===== src/rtl/seq_divider_pkg.sv =====
// ============================================================================
//  Module   : div_pkg
//  Purpose  : Shared types and helpers for the sequential divider: FSM state
//             encoding, default operand width, iteration-counter sizing.
//  Revision : 1.0 - initial release
// ============================================================================
`default_nettype none

package div_pkg;

    // Divider control states
    typedef enum logic [1:0] {
        S_IDLE = 2'd0,
        S_RUN  = 2'd1,
        S_FIX  = 2'd2
    } state_t;

    localparam int DEFAULT_WIDTH = 32;

    // Counter must hold 0..WIDTH
    function automatic int cnt_width(input int width);
        return $clog2(width + 1);
    endfunction

endpackage

`default_nettype wire


===== src/rtl/seq_divider_if.sv =====
// ============================================================================
//  Module   : seq_divider_if
//  Purpose  : Start/done handshake and operand/result bus between the ALU
//             (master) and the sequential divider (slave).
//  Revision : 1.0 - initial release
// ============================================================================
`default_nettype none

interface seq_divider_if
    import div_pkg::*;
#(
    parameter int WIDTH = DEFAULT_WIDTH
) ();

    logic             start;
    logic             signed_op;
    logic [WIDTH-1:0] dividend;
    logic [WIDTH-1:0] divisor;
    logic             busy;
    logic             done;
    logic             div_zero;
    logic [WIDTH-1:0] quotient;
    logic [WIDTH-1:0] remainder;

    modport master (
        output start, signed_op, dividend, divisor,
        input  busy, done, div_zero, quotient, remainder
    );

    modport slave (
        input  start, signed_op, dividend, divisor,
        output busy, done, div_zero, quotient, remainder
    );

endinterface

`default_nettype wire


===== src/rtl/seq_divider_step.sv =====
// ============================================================================
//  Module   : div_step
//  Purpose  : One combinational non-restoring division iteration on a
//             2*WIDTH+1 bit accumulator {partial remainder, quotient bits}.
//  Revision : 1.0 - initial release
// ============================================================================
`default_nettype none

module div_step #(
    parameter int WIDTH = 32
) (
    input  wire logic [2*WIDTH:0]   i_acc,
    input  wire logic [WIDTH-1:0]   i_dvs_mag,
    output logic      [2*WIDTH:0]   o_acc
);

    logic [WIDTH:0] w_upper;

    // Shift left one place, then add or subtract the divisor depending on the
    // sign of the current partial remainder; new quotient bit is !sign.
    always_comb begin
        if (i_acc[2*WIDTH]) begin
            w_upper = i_acc[2*WIDTH-1:WIDTH-1] + {1'b0, i_dvs_mag};
        end else begin
            w_upper = i_acc[2*WIDTH-1:WIDTH-1] - {1'b0, i_dvs_mag};
        end
        o_acc = {w_upper, i_acc[WIDTH-2:0], ~w_upper[WIDTH]};
    end

endmodule

`default_nettype wire


===== src/rtl/seq_divider.sv =====
// ============================================================================
//  Module   : seq_divider
//  Purpose  : Multi-cycle integer divider, one non-restoring step per clock,
//             start/done handshake, defined divide-by-zero results.
//             Optional two's-complement mode enabled by SEQ_DIV_SIGNED_EN;
//             without it, signed_op is ignored and all operations are unsigned.
//  Revision : 1.0 - initial release
// ============================================================================
`default_nettype none

module seq_divider
    import div_pkg::*;
#(
    parameter int WIDTH = DEFAULT_WIDTH
) (
    input  wire logic   clk,
    input  wire logic   reset,
    seq_divider_if.slave bus
);

    localparam int CW = cnt_width(WIDTH);
    localparam int AW = 2 * WIDTH + 1;

    state_t           r_state;
    state_t           w_state_nxt;
    logic [AW-1:0]    r_acc;
    logic [AW-1:0]    w_acc_step;
    logic [WIDTH-1:0] r_dvs_mag;
    logic [WIDTH-1:0] w_dvd_mag;
    logic [WIDTH-1:0] w_dvs_mag;
    logic [CW-1:0]    r_cnt;
    logic             r_dvz;
    logic             w_dvs_zero;
    logic             w_accept;
    logic             w_cnt_last;
    logic [WIDTH-1:0] w_q_mag;
    logic [WIDTH-1:0] w_rem_mag;
    logic [WIDTH-1:0] w_quot_res;
    logic [WIDTH-1:0] w_rem_res;
    logic             r_done;
    logic             r_div_zero;
    logic [WIDTH-1:0] r_quot;
    logic [WIDTH-1:0] r_rem;

    assign w_accept   = (r_state == S_IDLE) && bus.start;
    assign w_dvs_zero = (bus.divisor == '0);
    assign w_cnt_last = (r_cnt == CW'(WIDTH - 1));

`ifdef SEQ_DIV_SIGNED_EN
    logic w_dvd_neg;
    logic w_dvs_neg;
    logic r_neg_q;
    logic r_neg_r;

    // Operand magnitudes: negate negative operands in signed mode
    always_comb begin
        w_dvd_neg = bus.signed_op & bus.dividend[WIDTH-1];
        w_dvs_neg = bus.signed_op & bus.divisor[WIDTH-1];
        w_dvd_mag = w_dvd_neg ? -bus.dividend : bus.dividend;
        w_dvs_mag = w_dvs_neg ? -bus.divisor  : bus.divisor;
    end

    // Sign flags captured at accept: quotient sign is XOR, remainder follows dividend
    always_ff @(posedge clk) begin
        if (reset) begin
            r_neg_q <= 1'b0;
            r_neg_r <= 1'b0;
        end else if (w_accept) begin
            r_neg_q <= w_dvd_neg ^ w_dvs_neg;
            r_neg_r <= w_dvd_neg;
        end
    end
`else
    // Unsigned only: operands are used as-is
    always_comb begin
        w_dvd_mag = bus.dividend;
        w_dvs_mag = bus.divisor;
    end
`endif

    div_step #(
        .WIDTH (WIDTH)
    ) u_step (
        .i_acc     (r_acc),
        .i_dvs_mag (r_dvs_mag),
        .o_acc     (w_acc_step)
    );

    // Final correction and sign application; divide-by-zero returns the raw dividend
    always_comb begin
        w_q_mag   = r_acc[WIDTH-1:0];
        w_rem_mag = r_acc[AW-1] ? (r_acc[2*WIDTH-1:WIDTH] + r_dvs_mag)
                                :  r_acc[2*WIDTH-1:WIDTH];
        if (r_dvz) begin
            w_quot_res = '1;
            w_rem_res  = r_acc[WIDTH-1:0];
        end else begin
`ifdef SEQ_DIV_SIGNED_EN
            w_quot_res = r_neg_q ? -w_q_mag   : w_q_mag;
            w_rem_res  = r_neg_r ? -w_rem_mag : w_rem_mag;
`else
            w_quot_res = w_q_mag;
            w_rem_res  = w_rem_mag;
`endif
        end
    end

    // State register
    always_ff @(posedge clk) begin
        if (reset) begin
            r_state <= S_IDLE;
        end else begin
            r_state <= w_state_nxt;
        end
    end

    // Next-state logic: zero divisor skips RUN entirely
    always_comb begin
        w_state_nxt = r_state;
        case (r_state)
            S_IDLE: begin
                if (bus.start) begin
                    w_state_nxt = w_dvs_zero ? S_FIX : S_RUN;
                end
            end
            S_RUN: begin
                if (w_cnt_last) begin
                    w_state_nxt = S_FIX;
                end
            end
            S_FIX: begin
                w_state_nxt = S_IDLE;
            end
            default: begin
                w_state_nxt = S_IDLE;
            end
        endcase
    end

    // Datapath: load on accept, iterate in RUN, register results in FIX
    always_ff @(posedge clk) begin
        if (reset) begin
            r_acc      <= '0;
            r_dvs_mag  <= '0;
            r_cnt      <= '0;
            r_dvz      <= 1'b0;
            r_done     <= 1'b0;
            r_div_zero <= 1'b0;
            r_quot     <= '0;
            r_rem      <= '0;
        end else begin
            r_done <= 1'b0;
            case (r_state)
                S_IDLE: begin
                    if (bus.start) begin
                        r_acc     <= {{(WIDTH+1){1'b0}},
                                      (w_dvs_zero ? bus.dividend : w_dvd_mag)};
                        r_dvs_mag <= w_dvs_mag;
                        r_cnt     <= '0;
                        r_dvz     <= w_dvs_zero;
                    end
                end
                S_RUN: begin
                    r_acc <= w_acc_step;
                    r_cnt <= r_cnt + 1'b1;
                end
                S_FIX: begin
                    r_quot     <= w_quot_res;
                    r_rem      <= w_rem_res;
                    r_div_zero <= r_dvz;
                    r_done     <= 1'b1;
                end
                default: begin
                    r_done <= 1'b0;
                end
            endcase
        end
    end

    assign bus.busy      = (r_state != S_IDLE);
    assign bus.done      = r_done;
    assign bus.div_zero  = r_div_zero;
    assign bus.quotient  = r_quot;
    assign bus.remainder = r_rem;

endmodule

`default_nettype wire


===== src/flat_wrapper.sv =====
// flat-port wrapper written by rule: the top's interface ports become plain ports
module seq_divider_flat import div_pkg::*;
#(
    parameter int WIDTH = DEFAULT_WIDTH
)
  (clk, reset, bus_start, bus_signed_op, bus_dividend, bus_divisor, bus_busy, bus_done, bus_div_zero, bus_quotient, bus_remainder);
  seq_divider_if #(.WIDTH(WIDTH)) bus_i ();
  input  wire logic clk;
  input  wire logic reset;
  input wire logic [$bits(bus_i.start)-1:0] bus_start;
  input wire logic [$bits(bus_i.signed_op)-1:0] bus_signed_op;
  input wire logic [$bits(bus_i.dividend)-1:0] bus_dividend;
  input wire logic [$bits(bus_i.divisor)-1:0] bus_divisor;
  output wire logic [$bits(bus_i.busy)-1:0] bus_busy;
  output wire logic [$bits(bus_i.done)-1:0] bus_done;
  output wire logic [$bits(bus_i.div_zero)-1:0] bus_div_zero;
  output wire logic [$bits(bus_i.quotient)-1:0] bus_quotient;
  output wire logic [$bits(bus_i.remainder)-1:0] bus_remainder;
  assign bus_i.start = bus_start;
  assign bus_i.signed_op = bus_signed_op;
  assign bus_i.dividend = bus_dividend;
  assign bus_i.divisor = bus_divisor;
  assign bus_busy = bus_i.busy;
  assign bus_done = bus_i.done;
  assign bus_div_zero = bus_i.div_zero;
  assign bus_quotient = bus_i.quotient;
  assign bus_remainder = bus_i.remainder;
  seq_divider #(.WIDTH(WIDTH)) u_core (.clk(clk), .reset(reset), .bus(bus_i));
endmodule

===== config.mk =====
export PLATFORM = sky130hd
export DESIGN_NAME = seq_divider_flat
export DESIGN_NICKNAME = d
export VERILOG_FILES = /design/src/rtl/seq_divider_pkg.sv /design/src/rtl/seq_divider_if.sv /design/src/rtl/seq_divider_step.sv /design/src/rtl/seq_divider.sv /design/src/flat_wrapper.sv
export SDC_FILE = /design/constraint.sdc
export NUM_CORES = 1
export LEC_CHECK = 0
export ABC_CLOCK_PERIOD_IN_PS = 7550
export CORE_UTILIZATION = 45
export DETAILED_ROUTE_END_ITERATION = 7
export GPL_TIMING_DRIVEN = 1
export PLACE_DENSITY = 0.65
export RECOVER_POWER = 25
export SYNTH_ARGS = -nofsm -noshare
export SYNTH_HDL_FRONTEND = slang
export SYNTH_SLANG_ARGS = --single-unit

===== constraint.sdc =====
create_clock -name clk -period 7.55 [get_ports clk]
set_clock_uncertainty 0.05 [all_clocks]
set_input_delay 2.265 -clock clk [delete_from_list [all_inputs] [get_ports clk]]
set_output_delay 2.265 -clock clk [all_outputs]
set_load 0.05 [all_outputs]

* Yosys cells after proc, flatten, opt, wreduce, memory -nomap -nowiden *
Index checks and enable logic that the tools add are counted.

storage, ports and cells
  memories = 0
  logic and storage cells = 39
  output and inout port bits = 67
  bits in read-only memories = 0
  bits of input ports = 68
  memory bits (writable) = 0
  latch bits = 0
  bits in registers = 172

cells by class
  equality and inequality tests = 5
  multipliers = 0
  muxes and demuxes = 13
  shift operators = 0
  add/subtract/negate cells = 4
  order comparisons = 0
  reductions and logical operators = 7
  div/mod/pow operators = 0
  bitwise operators = 1

operator list
  operator             count
  $pmux 65 s2          1
  $mux 32              3
  $mux 65              1
  $add 33x32->33       1
  $mux 33              1
  $sub 33x32->33       1
  $add 32x32->32       1
  $logic_not 32->1     1
  $pmux 6 s2           1
  $add 6x1->6 const B  1
  $eq 6x5->1 const B   1
  $mux 2               3
  $mux 6               1
  $reduce_and 2->1     3
  $pmux 2 s2           1
  $reduce_bool 2->1    2
  $eq 2x1->1 const B   1
  $eq 2x2->1 const B   1
  $logic_not 2->1      1
  $ne 2x1->1 const B   1
  $ne 2x2->1 const B   1
  $mux 1               1
  $not 1->1            1

* Depth between registers and ports, before layout *
Gate-level depths: netlist (run 1).

  depth after elaboration = 4
  depth in mapped cells = 18
  depth with buffers taken out = 17

* Modules after synthesis *
Synthesis (run 1) repeated with hierarchy kept, for this count alone.

unflattened totals
  cell total of the unflattened synthesis = 1464
  area, all modules = 11240.8 µm²

by module, submodules not included
  module       area an instance (µm²)  cells an instance  times used  seq. area each (µm²)
  seq_divider  8562.0                  1083               1           3443.3
  div_step     2678.8                  381                1           0.0

* Least setup slack after synthesis (run 1) *
OpenSTA, ideal clock, no wires.

  path type = reg-to-reg
  from = register u_core.r_dvs_mag[12]
  to = register u_core.r_acc[0]
  data required time = 7405 ps
  setup slack = 3387 ps
  stages on the path, launching flop included = 18
  arrival = 4017 ps
  cell sequence = dfxtp_1 or4_4 nor4_4 nand2b_2 or4_4 nor2_1 and3b_1 nor2_1 xnor2_1 ha_1 a21o_1 a21o_1 a21o_1 a21o_1 a2111o_1 o22ai_1 xnor2_1 a221oi_1

between the ends
  longest elaborated chain between the ends = 4
  elaborated cells on any way between the ends = 5
  those cells by class = add/sub: 2; mux: 2; bitwise: 1

ends and longest elaborated chain
  element                                                  line                                            source
  start, declared                                          seq_divider.sv:28                               logic [WIDTH-1:0] r_dvs_mag;
  start signal, assigned                                   seq_divider.sv:158                              r_dvs_mag <= w_dvs_mag;
  $sub 33x32->33 / $add 33x32->33 (equally long branches)  seq_divider_step.sv:25, seq_divider_step.sv:23
  $mux 33 (*)                                              seq_divider_step.sv:22                          if (i_acc[2*WIDTH]) begin
  $not 1->1 (*)                                            seq_divider_step.sv:27                          o_acc = {w_upper, i_acc[WIDTH-2:0], ~w_upper[WIDTH]};
  $pmux 65 s2 (*)                                          seq_divider.sv:153                              case (r_state)
  end signal, assigned                                     seq_divider.sv:156                              r_acc <= {{(WIDTH+1){1'b0}},
  end signal, assigned                                     seq_divider.sv:164                              r_acc <= w_acc_step;
  end, declared                                            seq_divider.sv:26                               logic [AW-1:0] r_acc;

Mark *: on every way between the ends. The rest lies on a longest branch, timed or not.
A chain may end at the register's enable or synchronous reset.

* Worst setup path after layout (run 1) *
Same ends and word-level chain as after synthesis.

==> flow_summary.yaml, run 1 <==
timing:
  worst_slew_pin_slew_ps: 2330
  setup_tns_ps: 0
  fmax_mhz: 211
  rsz0062_at_grt: "false"
  slew_viol_final: 53
  setup_viol_count_final: 0
  final-hold-violation-count: 0
  period_share_pct: 62.8
  fin_ws_ps: 2800
  slew_headroom_pct: -55.2
  fin_crit_ps: 4750
critical_path:
  cp_common_cell: "a21o_1"
  crit_end: "u_core.r_acc[0]$_SDFFE_PP0P_"
  rr_endpoint: "u_core.r_acc[0]$_SDFFE_PP0P_"
  cp-start-kind: "register"
  r2r_setup_slack_ps: 2800
  path_cells: "or4_4 -> nor4_4 -> nand2b_2 -> or4_4 -> nor2_1 -> and3b_1 -> nor2_1 -> xnor2_1 -> ha_1 -> a21o_1 -> a21o_1 -> a21o_1 -> a21o_1 -> a2111o_1 -> o22ai_1 -> xnor2_1 -> a221oi_1"
  crit_type: "register to register"
  crit_buf_inv: 0
  critical_path_cell_count: 17
  worstPathRequired_ps: 7750
  crit_slowest_cell: "or4_4"
  startpoint: "u_core.r_dvs_mag[12]$_SDFFE_PP0P_"
  arrival_ps: 4940
  rr_startpoint: "u_core.r_dvs_mag[12]$_SDFFE_PP0P_"
  crit_path_end_kind: "register"
  cp_max_fo: 6
  reg2reg_depth: 17
  critical-path-top-delay-family: "simple AND/OR/NAND/NOR gates"
  slowest_delay_ps: 590
pwr:
  ir_worst_vdd_mv: 0.126
  p_leak_nw: 4.98
  powerDensity_nw_per_um2: 290
  power.total_mw: 3.64
drt:
  route.detailed.drc: 0
  viasPerCell: 5.69
  drt-pass1-iter-count: 5
  wl_per_cell_um: 16.3
  routed_wl_um: 28200
  drt.antenna.violating_nets: 0
  vias: 9818
  first_iter_violations: 938
floorplan:
  die_w_um: 154
  dieArea_um2: 23900
  rows: 55
  die_h_um: 154
  core-area_um2: 22700
  initial_core_util_pct: 46.1
  ios: 135
cts:
  cts_buffers: 17
  hold_buffers: 0
  clk_latency_ps: 430
  ctsResizeCount: 0
  cts_tree: "yes"
  htreeDepth: 4
  clkSlewWorstSetupHoldPaths_ps: 70
  cts_buffer_depth: 2
  cts.sinks: 172
  cts_setup_buffers: 0
  root_buffer: "clkbuf_16"
final_layout:
  regArea_um2: 3450
  instances_no_fill: 1726
  drive_above_1_share_pct: 4.72
  diodes: 0
  fin_nets: 1563
  fillCellCount: 2151
  area_delta_synth_final_pct: 19.8
  multi_input_area_um2: 6670
yosys:
  synth_common_cells: "nand2_1, dfxtp_1, nor2_1, a21oi_1, nor3_1"
  synth_top_cell_by_area: "dfxtp_1"
  synth.net_count: 1482
  yosysMostFrequentCell: "nand2_1"
  ys_warn_count: 0
  synthTopCellsByArea: "dfxtp_1, ha_1, nand2_1"
  ys_ff_latch: 172
  async_flop_share_pct: 0
  syn_area_um2: 10500
  ys_seq_area_share_pct: 32.9
  synth-edff-count: 0
  synth_top_area_share_pct: 32.9
  synthFlopType: "dfxtp_1"
  syn_inst: 1347
  yosysUniqueCellTypes: 64
  syn_area_per_cell_um2: 7.77
grt:
  grt_overflow: 0
  grt.total_usage_pct: 23.9
  first_global_vias: 8862
  antenna_found_initial: 0
  grt_start_max_net_pins: 106
  grt_pass1_wl_um: 46100
run_status:
  violations: "capacitance limit, slew limit"
  status: "finished, violations left"
place:
  hpwl_um: 20400
  portBuffers: 133
  place.gp.congestion: 0.885
  dpl.cell_count: 1694
  dp_slack_ps: 2860
run:
  cap_violations: 1
hold_path:
  holdCritStartpoint: "u_core.bus.remainder[6]$_SDFFE_PP0P_"
  hold_class: "register to register"
-- worst reg2reg max path: stages (launching register included) --
cell,delay [ps]
dfxtp_1,380
or4_4,590
nor4_4,180
nand2b_2,120
or4_4,450
nor2_1,140
and3b_1,240
nor2_1,70
xnor2_1,170
ha_1,340
a21o_1,200
a21o_1,170
a21o_1,190
a21o_1,190
a2111o_1,400
o22ai_1,210
xnor2_1,310
a221oi_1,150
-- worst min-delay path by stage --
stage               cells after the start  slack [ps]                                    end
floorplan                               1         400           u_core.r_cnt[5]$_SDFFE_PP0P_
global placement                        2         400  u_core.bus.remainder[13]$_SDFFE_PP0P_
detailed placement                      2         400   u_core.bus.remainder[7]$_SDFFE_PP0P_
CTS                                     2         410       u_core.bus.div_zero$_SDFFE_PP0P_
global route                            2         430   u_core.bus.remainder[7]$_SDFFE_PP0P_
finish                                  2         410   u_core.bus.remainder[6]$_SDFFE_PP0P_
-- per-stage QoR --
stage,hold slack [ps],util (%),cell area [um^2]
floorplan,399,-,10500
global placement,395,52.7,12000
detailed placement,399,52.7,12000
CTS,410,55.2,12500
global route,431,55.2,12500
finish,409,55.2,12500
-- sequential cells by signal, indices dropped and copies added, names as in the netlist --
register              count
u_core.bus.div_zero       1
u_core.bus.done           1
u_core.bus.quotient      32
u_core.bus.remainder     32
u_core.r_acc             65
u_core.r_cnt              6
u_core.r_dvs_mag         32
u_core.r_dvz              1
u_core.r_state            2
-- cells by family (layout without fill, tap and decap cells) --
| group | Yosys count | in the layout | share of synthesized area [%] |
|---|---|---|---|
| and+or+nand+nor | 538 | 538 | 23.3 |
| AOI/OAI and AO/OA | 369 | 369 | 23.3 |
| DFF | 172 | 172 | 32.9 |
| buffers and inverters | 100 | 194 | 3.59 |
| xor gates and xnor gates | 81 | 81 | 6.78 |
| adders and majority gates | 67 | 67 | 8.15 |
| muxes | 20 | 20 | 1.95 |
-- report_power, final --
group          switching (mW)  total, mW  internal, mW
registers               0.157       1.16          1.00
logic                   0.907       1.62         0.712
clock network           0.420      0.862         0.442
total                    1.48       3.64          2.16
-- layout by cell type (no fill, tap or decap), types with 37 or more instances in the layout --
| cell | synthesis | layout |
|---|---|---|
| clkdlybuf4s50_1 | 0 | 132 |
| xor2_1 | 41 | 41 |
| nand2_1 | 210 | 210 |
| a21o_1 | 37 | 37 |
| o21ai_0 | 44 | 44 |
| ha_1 | 65 | 65 |
| xnor2_1 | 40 | 40 |
| dfxtp_1 | 172 | 170 |
| nor3_1 | 85 | 85 |
| nor2_1 | 140 | 138 |
| a21oi_1 | 122 | 122 |
-- routing by layer --
layer / part of all wire [%] / vias to the layer above / track usage (%) / wire (um)
met4: 1.4 / 0 / 6.41 / 392
met5: 0 / - / 0 / 0
met2: 41 / 273 / 34.9 / 11600
met1: 52 / 4491 / 36.2 / 14600
met3: 5.5 / 21 / 3.11 / 1560
li1: - / 5033 / - / -
-- area by class of cell --
class | instances | share of cell area [%]
multi-input combinational | 1075 | 53.2
sequential | 172 | 27.5
timing repair buffer | 146 | 11.3
clock buffer | 18 | 3.42
tap | 285 | 2.84
clock inverter | 14 | 1.22
inverter | 16 | 0.479
No activity file was read; power rests on OpenSTA's default activity.
==> run 2, diff against run 1 <==
ABC_CLOCK_PERIOD_IN_PS = 4300   (was 7550)
PLACE_DENSITY = 0.68   (was 0.65)
clock period = 4.3 ns   (was 7.55 ns; I/O delays follow)
==> flow_summary.yaml, run 2 (same netlist as run 1, synthesis figures left out) <==
final_layout:
  fillCellCount: 2173
  area_delta_synth_final_pct: 23.9
  diodes: 0
  finalInstanceArea_um2: 13000
  final_common_cell: "nand2_1"
  fin_nets: 1614
  drive_above_1_share_pct: 8.45
  final_cell_mix: "nand2_1, dfxtp_1, nor2_1, clkdlybuf4s50_1, a21oi_1"
  regMostFlops: "u_core.r_acc"
  largest_reg_flops: 65
  instances_no_fill: 1777
critical_path:
  slowest_delay_ps: 550
  cp-start-kind: "register"
  worstPathRequired_ps: 4560
  arrival_ps: 4570
  crit_type: "register to register"
  crit_path_end_kind: "register"
  cp_common_cell: "a21o_1"
  path_cells: "or4_4 -> nor4_4 -> nand2b_2 -> or4_4 -> nor2_4 -> and3b_1 -> nor2_1 -> xnor2_1 -> ha_1 -> a21o_1 -> a21o_1 -> a21o_1 -> a21o_1 -> a2111o_1 -> o22ai_2 -> xnor2_2 -> a22o_1"
  crit_slowest_cell: "or4_4"
  cp_max_fo: 2
pwr:
  pwr-share-seq_pct: 29.6
  powerDensity_nw_per_um2: 520
  p_leak_nw: 5.25
  power.total_mw: 6.74
  ir_worst_vdd_mv: 0.339
  switching_share_pct: 39.8
  comb_power_share_pct: 48.0
  net-switching-power_mw: 2.68
  p_int_mw: 4.06
  power_frac_clock_pct: 22.5
grt:
  grt_pass1_wl_um: 46900
  grt_overflow: 0
  grt_start_max_net_pins: 70
  first_global_vias: 9097
  antenna_found_initial: 0
  grt.total_usage_pct: 24.4
run_status:
  status: "finished, violations left"
  violations: "capacitance limit, slew limit, setup timing"
drt:
  drt.antenna.violating_nets: 0
  vias: 10100
  dr_wl_met3_um: 1470
  first_iter_violations: 731
  wl_met2_um: 12000
  top_layer_used: "met4"
  routed_wl_um: 28600
  met1_length_um: 14700
  route.detailed.drc: 0
  drt-pass1-iter-count: 5
  wl_per_cell_um: 16.1
  viasPerCell: 5.67
cts:
  cts_buffer_depth: 2
  clkSlewWorstSetupHoldPaths_ps: 70
  hold_buffers: 0
  root_buffer: "clkbuf_16"
  cts_buffers: 17
  clk_latency_ps: 430
  htreeDepth: 4
  cts_tree: "yes"
  cts.sinks: 172
timing:
  final-hold-violation-count: 0
  slew_headroom_pct: -66.2
  slew_viol_final: 71
  fin_ws_ps: -7.66
  fin_crit_ps: 4310
  hold_ws_ps: 407
  rsz0062_at_grt: "true"
  setup_viol_count_final: 1
  period_share_pct: 100
  fmax_mhz: 232
  worst_slew_pin_slew_ps: 2490
place:
  dp_slack_ps: -12.0
  portBuffers: 133
  place_area_um2: 12300
  place.gp.congestion: 0.890
  hpwl_um: 21400
  dpl.cell_count: 1742
floorplan:
  die_w_um: 154
  initial_core_util_pct: 46.1
  core-area_um2: 22700
  dieArea_um2: 23900
  die_h_um: 154
  ios: 135
  rows: 55
run:
  cap_violations: 2
hold_path:
  hold_class: "register to register"
run 2: worst paths after layout:
| path | end | cells after the start | start | slack [ps] |
|---|---|---|---|---|
| worst max-delay path | u_core.r_acc[64]$_SDFFE_PP0P_ | 17 | u_core.r_dvs_mag[15]$_SDFFE_PP0P_ | -8 |
| worst min-delay path | u_core.bus.remainder[6]$_SDFFE_PP0P_ | 2 | u_core.bus.remainder[6]$_SDFFE_PP0P_ | 410 |
| worst max register to register | u_core.r_acc[64]$_SDFFE_PP0P_ | 17 | u_core.r_dvs_mag[15]$_SDFFE_PP0P_ | -8 |
| worst min register to register | u_core.bus.remainder[6]$_SDFFE_PP0P_ | 2 | u_core.bus.remainder[6]$_SDFFE_PP0P_ | 410 |
run 2: worst max-delay path: cells and delay by family, from the launching register on:
| kind | cells | cell delay (ps) |
|---|---|---|
| AO/OA/AOI/OAI | 7 | 1560 |
| XOR/XNOR | 2 | 270 |
| adder cells (fa/ha/maj) | 1 | 310 |
| flip-flops | 1 | 310 |
| AND/OR/NAND/NOR | 7 | 1670 |
run 2: repair_timing:
action / 4_1_cts / 5_1_grt
buffers inserted: 0 / 3
endpoints found under the setup margin: 2 / 7
resized for setup: 2 / 7
pin swaps: 0 / 9
run 2: power by group through the flow:
stage	combinational (mW)	sequential, mW	clock (mW)
global route	3.57	2.02	1.62
floorplan	2.22	2.00	0
finish	3.23	1.99	1.52
global placement	3.08	2.02	0
detailed placement	3.11	2.02	0
CTS	3.16	1.99	1.54
run 2: final cells by class:
cell class	count	area (um^2)	area share (%)
clock buffers	18	439	3.39
flip-flops and latches	172	3450	26.6
inverters	16	60.1	0.463
multi-input cells	1075	6710	51.8
clock inverters	14	145	1.12
well taps	285	357	2.75
repair buffers	197	1800	13.9
run 2: layer usage:
metal  global-route usage, %  up-vias
met4                    6.46        0
li1                        -     5134
met2                    36.0      274
met5                       0        -
met3                    3.08       23
met1                    37.1     4637
run 2: stage by stage:
stage	TNS, ps	util (%)
6_report	-7.66	57.1
2_1_floorplan	0	-
3_5_place_dp	-13.0	54.3
4_1_cts	0	56.9
3_3_place_gp	0	54.3
5_1_grt	-350	57.1
